--- src/rtl/uart_tx_frame_ctrl.sv ---
`default_nettype none
// ============================================================================
// Module      : uart_tx_frame_ctrl
// Description : UART transmit framing controller. Accepts a parallel word on
//               Data_Valid while idle and serializes one frame on TX_OUT, one
//               bit per CLK cycle: start (0), data LSB first, optional parity
//               bit from the upstream parity calculator, then stop (1).
// Ports       : CLK           - bit clock
//               RST           - synchronous active-low reset
//               Data_Valid    - transmit request, sampled only when idle
//               Parallel_Data - word to transmit
//               Parity_Enable - 1 = frame carries a parity bit
//               Parity_Bit    - parity from the TX parity calculator
//               TX_OUT        - registered serial line, idles high
//               Busy          - registered, high while a frame is in flight
// Revision    : 1.0 - initial release
// ============================================================================
module uart_tx_frame_ctrl #(
    parameter int Data_Width = 8
) (
    input  logic                  CLK,
    input  logic                  RST,
    input  logic                  Data_Valid,
    input  logic [Data_Width-1:0] Parallel_Data,
    input  logic                  Parity_Enable,
    input  logic                  Parity_Bit,
    output logic                  TX_OUT,
    output logic                  Busy
);

    localparam int c_CNT_W = (Data_Width > 1) ? $clog2(Data_Width) : 1;
    localparam logic [c_CNT_W-1:0] c_LAST_BIT = c_CNT_W'(Data_Width - 1);

    typedef enum logic [2:0] {
        S_IDLE   = 3'd0,
        S_START  = 3'd1,
        S_DATA   = 3'd2,
        S_PARITY = 3'd3,
        S_STOP   = 3'd4
    } state_t;

    state_t                  state_q,  state_d;
    logic [Data_Width-1:0]   shreg_q,  shreg_d;
    logic [c_CNT_W-1:0]      cnt_q,    cnt_d;
    logic                    par_q,    par_d;
    logic                    par_en_q, par_en_d;
    logic                    tx_out_q, tx_out_d;
    logic                    busy_q,   busy_d;

    always_ff @(posedge CLK) begin
        if (!RST) begin
            state_q  <= S_IDLE;
            shreg_q  <= '0;
            cnt_q    <= '0;
            par_q    <= 1'b0;
            par_en_q <= 1'b0;
            tx_out_q <= 1'b1;
            busy_q   <= 1'b0;
        end else begin
            state_q  <= state_d;
            shreg_q  <= shreg_d;
            cnt_q    <= cnt_d;
            par_q    <= par_d;
            par_en_q <= par_en_d;
            tx_out_q <= tx_out_d;
            busy_q   <= busy_d;
        end
    end

    // The outputs are registered, so each branch computes the line value for
    // the state being entered: the bit on TX_OUT always belongs to state_q.
    always_comb begin
        state_d  = state_q;
        shreg_d  = shreg_q;
        cnt_d    = cnt_q;
        par_d    = par_q;
        par_en_d = par_en_q;
        tx_out_d = 1'b1;
        busy_d   = 1'b1;

        case (state_q)
            S_IDLE: begin
                busy_d = 1'b0;
                if (Data_Valid) begin
                    state_d  = S_START;
                    shreg_d  = Parallel_Data;
                    par_en_d = Parity_Enable;
                    tx_out_d = 1'b0;
                    busy_d   = 1'b1;
                end
            end
            S_START: begin
                // The calculator registered this word at the acceptance
                // edge; freeze its result now so later Data_Valid pulses
                // that re-load the calculator cannot corrupt the frame.
                par_d    = Parity_Bit;
                state_d  = S_DATA;
                cnt_d    = '0;
                tx_out_d = shreg_q[0];
                shreg_d  = shreg_q >> 1;
            end
            S_DATA: begin
                // cnt_q is the index of the data bit currently on the line.
                if (cnt_q == c_LAST_BIT) begin
                    cnt_d = '0;
                    if (par_en_q) begin
                        state_d  = S_PARITY;
                        tx_out_d = par_q;
                    end else begin
                        state_d  = S_STOP;
                    end
                end else begin
                    cnt_d    = cnt_q + 1'b1;
                    tx_out_d = shreg_q[0];
                    shreg_d  = shreg_q >> 1;
                end
            end
            S_PARITY: begin
                state_d = S_STOP;
            end
            S_STOP: begin
                state_d = S_IDLE;
                busy_d  = 1'b0;
            end
            default: begin
                state_d = S_IDLE;
                cnt_d   = '0;
                busy_d  = 1'b0;
            end
        endcase
    end

    assign TX_OUT = tx_out_q;
    assign Busy   = busy_q;

endmodule
`default_nettype wire

--- config.mk ---
export PLATFORM = sky130hd
export DESIGN_NAME = uart_tx_frame_ctrl
export DESIGN_NICKNAME = d
export VERILOG_FILES = /design/src/rtl/uart_tx_frame_ctrl.sv
export SDC_FILE = /design/constraint.sdc
export NUM_CORES = 1
export LEC_CHECK = 0
export CAP_MARGIN = 20
export CORE_MARGIN = 2
export CORE_UTILIZATION = 52
export DETAILED_ROUTE_END_ITERATION = 12
export GPL_TIMING_DRIVEN = 1
export PLACE_DENSITY = 0.86
export SLEW_MARGIN = 20
export SYNTH_ARGS = -nofsm -noshare
export SYNTH_HDL_FRONTEND = slang
export SYNTH_SLANG_ARGS = --single-unit
--- constraint.sdc ---
create_clock -name CLK -period 2.5 [get_ports CLK]
set_input_delay 0.375 -clock CLK [delete_from_list [all_inputs] [get_ports CLK]]
set_output_delay 0.375 -clock CLK [all_outputs]
set_load 0.02 [all_outputs]
==> results of run 1 <==
## worst max-delay path, stage by stage (launching register included)
cell	delay, ps
sky130_fd_sc_hd__dfxtp_1	340
sky130_fd_sc_hd__ha_1	210
sky130_fd_sc_hd__ha_1	290
sky130_fd_sc_hd__nor4b_4	530
sky130_fd_sc_hd__a21oi_4	130
sky130_fd_sc_hd__o311a_1	390
## sequential cells by signal, summed over array words and instances, names as in the netlist
| register | count |
|---|---|
| state_q | 3 |
| TX_OUT | 1 |
| Busy | 1 |
| cnt_q | 3 |
| par_q | 1 |
| shreg_q | 8 |
| par_en_q | 1 |
## power by group
| group | leakage (nW) | switching (W) | internal [W] | total, W |
|---|---|---|---|---|
| logic | 0.291 | 0.0000693 | 0.0000839 | 0.000153 |
| clock network | 0.0210 | 0.0000902 | 0.0000888 | 0.000179 |
| registers | 0.148 | 0.0000189 | 0.000312 | 0.000331 |
## layer usage
layer	GRT usage, %	share of wire [%]	vias up
li1	-	-	422
met5	0	0	-
met4	9.19	1.4	0
met1	25.5	47	413
met2	32.5	48	21
met3	6.79	4.0	4
## through the flow
stage	power, W	cells	utilization, %	instance area (um^2)
2_1_floorplan	0.000447	105	-	1010
3_3_place_gp	0.000484	136	63.6	1130
3_5_place_dp	0.000490	136	63.6	1130
4_1_cts	0.000665	140	65.7	1170
5_1_grt	0.000694	140	65.7	1170
6_report	0.000663	140	65.7	1170
## worst max path at each step
stage	start	to	cells after the start	slack [ps]
after detailed placement	cnt_q[0]	shreg_q[0]	5	530
after CTS	cnt_q[0]	shreg_q[0]	5	520
after floorplan	cnt_q[0]	shreg_q[0]	5	770
after global placement	cnt_q[0]	shreg_q[1]	5	570
final	cnt_q[0]	shreg_q[0]	5	510
after global routing	state_q[1]	shreg_q[0]	3	400
## logic make-up after synthesis
family | share of synthesized area [%]
AO/OA/AOI/OAI | 30.6
XOR/XNOR | 0.870
adder cells (fa/ha/maj) | 2.48
buffers and inverters | 5.84
flip-flops | 35.8
multiplexers | 0.994
AND/OR/NAND/NOR | 23.5
## cell type report
class / count / area share, %
Multi-Input combinational cell: 76 / 50.2
Sequential cell: 18 / 30.8
Timing Repair Buffer: 15 / 12.6
Clock buffer: 4 / 3.10
Tap cell: 25 / 2.67
Inverter: 2 / 0.641
## placed cells by master (no fill, tap or decap), drive strengths merged, types with 2 or more instances in the layout
| master | instances |
|---|---|
| o21a | 11 |
| nor2 | 5 |
| ha | 2 |
| nor2b | 3 |
| inv | 2 |
| nor3 | 2 |
| a211o | 9 |
| nand2b | 5 |
| clkdlybuf4s50 | 14 |
| and3 | 3 |
| clkbuf | 4 |
| nor3b | 7 |
| dfxtp | 18 |
| nor4b | 2 |
| nand3b | 2 |
| o21ai | 2 |
| o311a | 7 |
| a21oi | 6 |
==> results.rst, run 1 <==
.. list-table::
   :header-rows: 1

   * - Metric
     - Value
   * - Root Buffer Master
     - sky130_fd_sc_hd__clkbuf_4
   * - Iteration-0 DRC Markers
     - 14
   * - Crit. End Element
     - flip-flop
   * - Synthesized area per cell
     - 9.59 um^2
   * - Post-synth EDFFs
     - 0
   * - Total of max-cap violations
     - 0
   * - RSZ-0062 raised after global routing
     - no
   * - Number of vias per cell after detailed routing
     - 6.14
   * - Worst Hold Slack
     - 488 ps
   * - First-pass iteration count of the detailed router
     - 4
   * - PnR worst setup slack
     - 511 ps
   * - Count of filler cells inserted in the layout
     - 149
   * - Hold Crit Start
     - par_q
   * - Worst setup SP type
     - flip-flop
   * - Sequential-to-total area share from yosys stat
     - 35.8%
   * - GRT Residual Overflow
     - 0
   * - H-tree depth reported by CTS
     - 1
   * - Area taken by flip-flops and latches
     - 360 um^2
   * - Number of buffers inserted for hold repair after clock tree synthesis
     - 0
   * - Number of antenna violations at the first check in global routing
     - 0
   * - Yosys synthesis warning count
     - 0
   * - Post-synthesis cell count
     - 105
   * - Reg2Reg Setup Slack
     - 510 ps
   * - Num CTS Buffers
     - 3
   * - Worst slew pin tran
     - 1080 ps
   * - Crit Reg-Reg Endpoint
     - shreg_q[0]
   * - CTS Buffer Depth
     - 2
   * - Main area contributors after synthesis
     - sky130_fd_sc_hd__dfxtp_1, sky130_fd_sc_hd__o21a_1, sky130_fd_sc_hd__a211o_1
   * - Antenna cells
     - 0
   * - Flip-flop cell with the highest count after synthesis
     - sky130_fd_sc_hd__dfxtp_1
   * - Cells on Worst Hold Path
     - 2
   * - Drt total wl
     - 2.01 mm
   * - Leakage Power
     - 0.461 nW
   * - Drt drc
     - 0
   * - Count of input and output buffers
     - 14
   * - Final period utilization
     - 79.6%
   * - Core area
     - 0.00178 mm^2
   * - Final setup violation count
     - 0
   * - Clock-pin slew on the worst setup and hold paths
     - 100 ps
   * - Clock net sink count
     - 18
   * - Number of pins with negative max-slew slack in the final report
     - 0
   * - Result of the run
     - finished, final reports clean
   * - Clock period minus worst slack
     - 1990 ps
   * - Layout Area Growth over Synthesis
     - 16.3%
   * - Highest net fanout along the worst path
     - 8
   * - Footprint of the multi-input gates
     - 588 um^2
   * - Post-synthesis cell type with the largest combined area
     - sky130_fd_sc_hd__dfxtp_1
   * - Cell area power density
     - 566 mW/mm^2
   * - GP Congestion
     - 0.854
   * - Fin nets
     - 131
   * - Clock network latency to the later pin of the worst-skew pair
     - 290 ps
   * - Number of hold violations in the final report
     - 0
   * - Required arrival time at the worst endpoint
     - 2680 ps
   * - Logic depth of the worst register-to-register path
     - 5
   * - Overall Global Routing Usage
     - 20.6%
   * - Place WS
     - 534 ps
   * - Async set-reset flop share out of synthesis
     - 0%
   * - Kind of critical path
     - reg -> reg
   * - Number of storage elements in the synthesis netlist
     - 18
   * - Wire length of the first global-routing pass
     - 3.26 mm
   * - Start of the worst register-to-register path
     - cnt_q[0]
   * - Post-CTS sizing
     - 0
   * - Via count of the routed design
     - 860
   * - Maximum operating frequency
     - 0.503 GHz
   * - Post-detailed-placement half-perimeter wirelength
     - 1.42 mm
   * - Class of the most critical hold timing path
     - reg -> reg
   * - Post-CTS setup buffers
     - 0
   * - Tightest slew margin relative to the limit
     - 27.4%
   * - Die X
     - 48.0 um
   * - Number of unique standard cell types used by synthesis
     - 34
   * - TNS Setup
     - 0 ps
   * - Post-Synthesis Net Count
     - 120
   * - Die area
     - 0.00230 mm^2
   * - Crit path DAT
     - 2170 ps
   * - Ports
     - 15
   * - Endpoint, Worst Hold
     - par_q
   * - Starting utilization of the core area
     - 56.5%
   * - Standard-cell row count
     - 15
   * - Die boundary height
     - 48.0 um
   * - Most instantiated cells after synthesis
     - sky130_fd_sc_hd__dfxtp_1, sky130_fd_sc_hd__o21a_1, sky130_fd_sc_hd__a211o_1, sky130_fd_sc_hd__nor3b_1, sky130_fd_sc_hd__o311a_1
   * - Most instantiated library cell after synthesis
     - sky130_fd_sc_hd__dfxtp_1
   * - Antenna-violating nets left
     - 0
   * - Area of the mapped netlist
     - 0.00101 mm^2
   * - Peak VDD IR
     - 0.519 mV
   * - Share of cells above drive strength 1
     - 9.57%
   * - Vias in the first global route
     - 768
   * - Pin count of the biggest net entering global routing
     - 24
   * - Area share of the leading cell type in the synthesized netlist
     - 35.8%
   * - TritonCTS clock tree
     - built
   * - Clk_skew
     - 6.04 ps
   * - WL/cell
     - 14.4 um
Power figures use the tool's default switching activity.
==> run 2: changes to the inputs <==
CORE_UTILIZATION = 47   (was 52)
PLACE_DENSITY = 0.83   (was 0.86)
clock period = 1.8 ns   (was 2.5 ns; I/O delays follow)
==> run 2 against run 1 <==
  * Register-to-register slack got worse by 420 ps
  * Critical path depth unchanged
  * First-iteration DRC count decreased by 29%
  * Sequential share of layout area decreased by 1.5 points
  * Hold slack improved by 10 ps
  * Clock power increased by 40%
  * Global-route usage decreased by 3.0 points
  * Combinational power increased by 46%
  * Worst setup slack got worse by 420 ps
==> results.rst, run 2 (same netlist as run 1, synthesis figures left out) <==
.. list-table::
   :header-rows: 1

   * - Metric
     - Value
   * - Result of the run
     - finished, final reports clean
   * - Pin count of the biggest net entering global routing
     - 15
   * - Iteration-0 DRC Markers
     - 10
   * - Area taken by flip-flops and latches
     - 362 um^2
   * - Class of the most critical hold timing path
     - reg -> reg
   * - WL/cell
     - 13.9 um
   * - Register bank with the most flops
     - shreg_q
   * - Antenna-violating nets left
     - 0
   * - Hold Crit Start
     - par_q
   * - PnR worst setup slack
     - 87.4 ps
   * - Tightest slew margin relative to the limit
     - 65.2%
   * - Layout Area Growth over Synthesis
     - 22.5%
   * - GRT Residual Overflow
     - 0
   * - Die boundary height
     - 50.3 um
   * - Most congested layer reported by global routing
     - met2
   * - Buf+Inv Stages, Crit Path
     - 0
   * - Required arrival time at the worst endpoint
     - 2030 ps
   * - Cell area power density
     - 762 mW/mm^2
   * - H-tree depth reported by CTS
     - 1
   * - Clk_skew
     - 9.65 ps
   * - TNS Setup
     - 0 ps
   * - Core area
     - 0.00198 mm^2
   * - Global Route met2 Usage
     - 32.0%
   * - Worst slew pin tran
     - 522 ps
   * - Dominant delay contributor by cell family on the critical path
     - simple AND/OR/NAND/NOR gates
   * - Final setup violation count
     - 0
   * - Vias in the first global route
     - 782
   * - Footprint of the multi-input gates
     - 594 um^2
   * - Antenna cells
     - 0
   * - Number of hold violations in the final report
     - 0
   * - Num CTS Buffers
     - 3
   * - Number of antenna violations at the first check in global routing
     - 0
   * - Worst-path cell with the longest stage delay
     - sky130_fd_sc_hd__or4b_2
   * - RSZ-0062 raised after global routing
     - no
   * - Clock-pin slew on the worst setup and hold paths
     - 110 ps
   * - Area after DPL
     - 0.00119 mm^2
   * - Clock net sink count
     - 18
   * - Biggest regs
     - shreg_q: 8 flops, cnt_q: 3 flops, state_q: 3 flops
   * - CTS Buffer Depth
     - 2
   * - Ports
     - 15
   * - Worst setup SP type
     - flip-flop
   * - Die area
     - 0.00253 mm^2
   * - TritonCTS clock tree
     - built
   * - Number of buffers inserted for hold repair after clock tree synthesis
     - 0
   * - Post-detailed-placement half-perimeter wirelength
     - 1.47 mm
   * - Standard-cell row count
     - 16
   * - Kind of critical path
     - reg -> reg
   * - Drt total wl
     - 2.07 mm
   * - Most common cell after layout, fill and taps aside
     - sky130_fd_sc_hd__dfxtp_1
   * - Series of cell instances along the critical path
     - ha_1 -> ha_2 -> or4b_2 -> a21oi_2 -> o21a_1
   * - Start of the worst register-to-register path
     - cnt_q[0]
   * - Crit. End Element
     - flip-flop
   * - Most frequent cells in the layout
     - sky130_fd_sc_hd__dfxtp_1, sky130_fd_sc_hd__clkdlybuf4s50_1, sky130_fd_sc_hd__o21a_1, sky130_fd_sc_hd__a211o_1, sky130_fd_sc_hd__buf_4
   * - Via count of the routed design
     - 868
   * - Clock network latency to the later pin of the worst-skew pair
     - 290 ps
   * - Final Cell Area
     - 0.00123 mm^2
   * - Post-CTS setup buffers
     - 0
   * - Fin nets
     - 138
   * - Die X
     - 50.3 um
   * - Root Buffer Master
     - sky130_fd_sc_hd__clkbuf_4
   * - Peak VDD IR
     - 0.520 mV
   * - Number of vias per cell after detailed routing
     - 5.83
   * - Total of max-cap violations
     - 0
   * - First-pass iteration count of the detailed router
     - 4
   * - Wire length of the first global-routing pass
     - 3.47 mm
   * - Overall Global Routing Usage
     - 17.6%
   * - Count of input and output buffers
     - 14
   * - Count of filler cells inserted in the layout
     - 170
   * - GP Congestion
     - 0.761
   * - Timing startpoint of the critical path
     - cnt_q[0]
   * - M1 GR Usage
     - 21.2%
   * - Drt drc
     - 0
   * - Crit path DAT
     - 1940 ps
   * - GR met3 Demand/Resource
     - 2.98%
   * - Place WS
     - 87.2 ps
   * - Post-CTS sizing
     - 0
   * - Number of pins with negative max-slew slack in the final report
     - 0
   * - Max stage delay on crit path
     - 630 ps
   * - Leakage Power
     - 0.494 nW
   * - Highest net fanout along the worst path
     - 4
   * - Share of cells above drive strength 1
     - 17.2%
   * - Clock period minus worst slack
     - 1710 ps
   * - Largest register FFs
     - 8
   * - Starting utilization of the core area
     - 50.8%
   * - Maximum operating frequency
     - 0.584 GHz
   * - Final period utilization
     - 95.1%
-- run 2: cell count changes in the layout (fill, tap and decap cells not counted) --
cell                      previous run  this run
sky130_fd_sc_hd__a21oi_1             5         4
sky130_fd_sc_hd__a21oi_2             0         1
sky130_fd_sc_hd__dfxtp_2             0         1
sky130_fd_sc_hd__dfxtp_1            18        17
sky130_fd_sc_hd__ha_2                0         1
sky130_fd_sc_hd__buf_4               1         8
sky130_fd_sc_hd__ha_1                2         1
-- run 2: worst reg2reg max path, stage by stage, from the launching register on --
cell	delay, ps
sky130_fd_sc_hd__dfxtp_2	350
sky130_fd_sc_hd__ha_1	190
sky130_fd_sc_hd__ha_2	200
sky130_fd_sc_hd__or4b_2	630
sky130_fd_sc_hd__a21oi_2	160
sky130_fd_sc_hd__o21a_1	130
-- run 2: metrics by stage --
| step | utilization [%] | instances | total power [W] | hold slack, ps |
|---|---|---|---|---|
| floorplan | - | 105 | 0.000621 | 398 |
| global placement | 60.0 | 145 | 0.000687 | 471 |
| detailed placement | 60.0 | 145 | 0.000695 | 489 |
| CTS | 61.9 | 149 | 0.000942 | 502 |
| global route | 62.2 | 149 | 0.000986 | 540 |
| finish | 62.2 | 149 | 0.000940 | 498 |
-- run 2: final cells by class --
type	count	area share (%)
clock buffers	4	2.94
multi-input cells	76	48.2
repair buffers	22	16.2
inverters	2	0.609
well taps	27	2.74
flip-flops and latches	18	29.3
-- run 2: worst paths after layout --
kind,endpoint,slack (ps),cells after the start
max,cnt_q[0],90,5
min,par_q,500,2
max reg2reg,cnt_q[0],90,5
min reg2reg,par_q,500,2
-- run 2: power breakdown --
group          internal (W)  switching (W)
combinational      0.000129      0.0000955
clock              0.000123       0.000128
sequential         0.000434      0.0000304
total              0.000686       0.000254
-- run 2: metal layers --
layer / part of all wire (%) / routed length, um
met4: 0.58 / 12
met5: 0 / 0
met1: 48 / 991
met3: 3.3 / 69
met2: 48 / 997
==> run 3: changes to the inputs <==
SLEW_MARGIN = not set   (was 20)
==> results of run 3 <==
The final DEF is identical to that of run 2; final timing and power are the same.
==> edit (settings of run 1) <==
Register the output `Busy` once more, with the module's reset; this adds one clock of latency there. The other outputs are not delayed to match. Comments in the files are not updated.
--- a/src/rtl/uart_tx_frame_ctrl.sv
+++ b/src/rtl/uart_tx_frame_ctrl.sv
@@ -131,7 +131,13 @@
     end
 
     assign TX_OUT = tx_out_q;
-    assign Busy   = busy_q;
+    always_ff @(posedge CLK) begin
+        if (!RST) begin
+            Busy <= '0;
+        end else begin
+            Busy <= busy_q;
+        end
+    end
 
 endmodule
 `default_nettype wire
Formal check against the unedited RTL: not equivalent (Yosys sat finds a counterexample within 4 cycles, from zero or initial values and one cycle with RST low).
==> edit against run 1 <==
Sequential cell count is 1 higher; area after synthesis is 1.5% higher; via count is 2.2% lower; critical endpoint unchanged; sequential share of layout area is 1.2 points higher; clock skew hardly changed; wire length is 1.3% higher; setup slack better by 160 ps; total power is 2.1% lower; cell area is 1.5% higher.
==> edit: results (changes against run 1) <==
Status -> completed (unchanged)
Kind of cell adding the most delay to the critical path -> adder cells (was simple AND/OR/NAND/NOR gates)
Max incr delay on CP -> 470 ps (was 530 ps)
Vias/cell -> 5.760 (was 6.143)
Port Buffers -> 14 (unchanged)
Worst Skew -> 6.488 ps (was 6.036 ps)
Max IR drop VDD -> 0.3367 mV (was 0.5186 mV)
Post-Layout Cell Count -> 146 (was 140)
Commonest cells post-synth -> dfxtp_1 (19), o21ai_0 (10), a211oi_1 (7), a311oi_1 (7), nand3b_1 (7) (was dfxtp_1 (18), o21a_1 (11), a211o_1 (8))
Cell internal pwr -> 0.4607 mW (was 0.4846 mW)
Post-Place Worst Slack -> 625.3 ps (was 533.7 ps)
# fillers -> 166 (was 149)
Xor/xnor share of the synthesized area -> 4.284% (was 0.8696%)
Synth Area in Compound Gates -> 24.36% (was 30.56%)
Rel. slew slack -> 53.75% (was 27.35%)
Sequential share of the synthesized area -> 37.21% (was 35.78%)
Total Routing Usage GR -> 18.88% (was 20.61%)
DPL Wire Length -> 1.491 mm (was 1.418 mm)
DRT Pass-1 Iters -> 5 (was 4)
Vias in the first global route -> 771 (was 768)
Synth cell types -> 33 (was 34)
Seq. pwr -> 0.348 mW (was 0.331 mW)
Syn_area_per_cell -> 9.554 µm² (was 9.593 µm²)
Crit path DAT -> 2030 ps (was 2170 ps)
Nets@finish -> 135 (was 131)
First-pass GRT wire length -> 3.491 mm (was 3.263 mm)
Clock Path Buffers -> 2 (unchanged)
Hold_ws -> 446.1 ps (was 487.7 ps)
Post-synth net total -> 122 (was 120)
Dpl cell area -> 1161 µm² (was 1135 µm²)
Clk pwr share -> 23.8% (was 27.0%)
Hold Crit Start -> busy_q (was par_q)
Hold Path End -> Busy (was par_q)
Clk pwr -> 0.155 mW (was 0.179 mW)
Post-Route WL -> 2.038 mm (was 2.011 mm)
Initial DRC Count -> 24 (was 14)
Post-synthesis adder-cell area fraction -> 2.448% (was 2.484%)
Layout cells sized above 1 -> 10.08% (was 9.565%)
edit: cell type report:
| cell class | count | area [µm²] | area share (%) |
|---|---|---|---|
| flip-flops and latches | 19 | 380.4 | 32.00 |
| repair buffers | 16 | 155.1 | 13.05 |
| clock buffers | 3 | 22.52 | 1.895 |
| well taps | 27 | 33.78 | 2.842 |
| clock inverters | 1 | 5.005 | 0.4211 |
| multi-input cells | 75 | 573.1 | 48.21 |
| inverters | 5 | 18.77 | 1.579 |
edit: logic make-up (layout without fill, tap and decap cells):
group / after synthesis / count (layout)
AOI/OAI and AO/OA: 35 / 35
xor gates and xnor gates: 2 / 2
adders and majority gates: 2 / 2
buffers and inverters: 13 / 25
DFF: 19 / 19
muxes: 3 / 3
and+or+nand+nor: 33 / 33
edit: routing by layer:
layer	wire (µm)	global-route usage, %	vias up
li1	-	-	423
met1	954	25.44	389
met2	967	30.56	25
met3	77	2.160	4
met4	38	8.571	0
met5	0	0	-
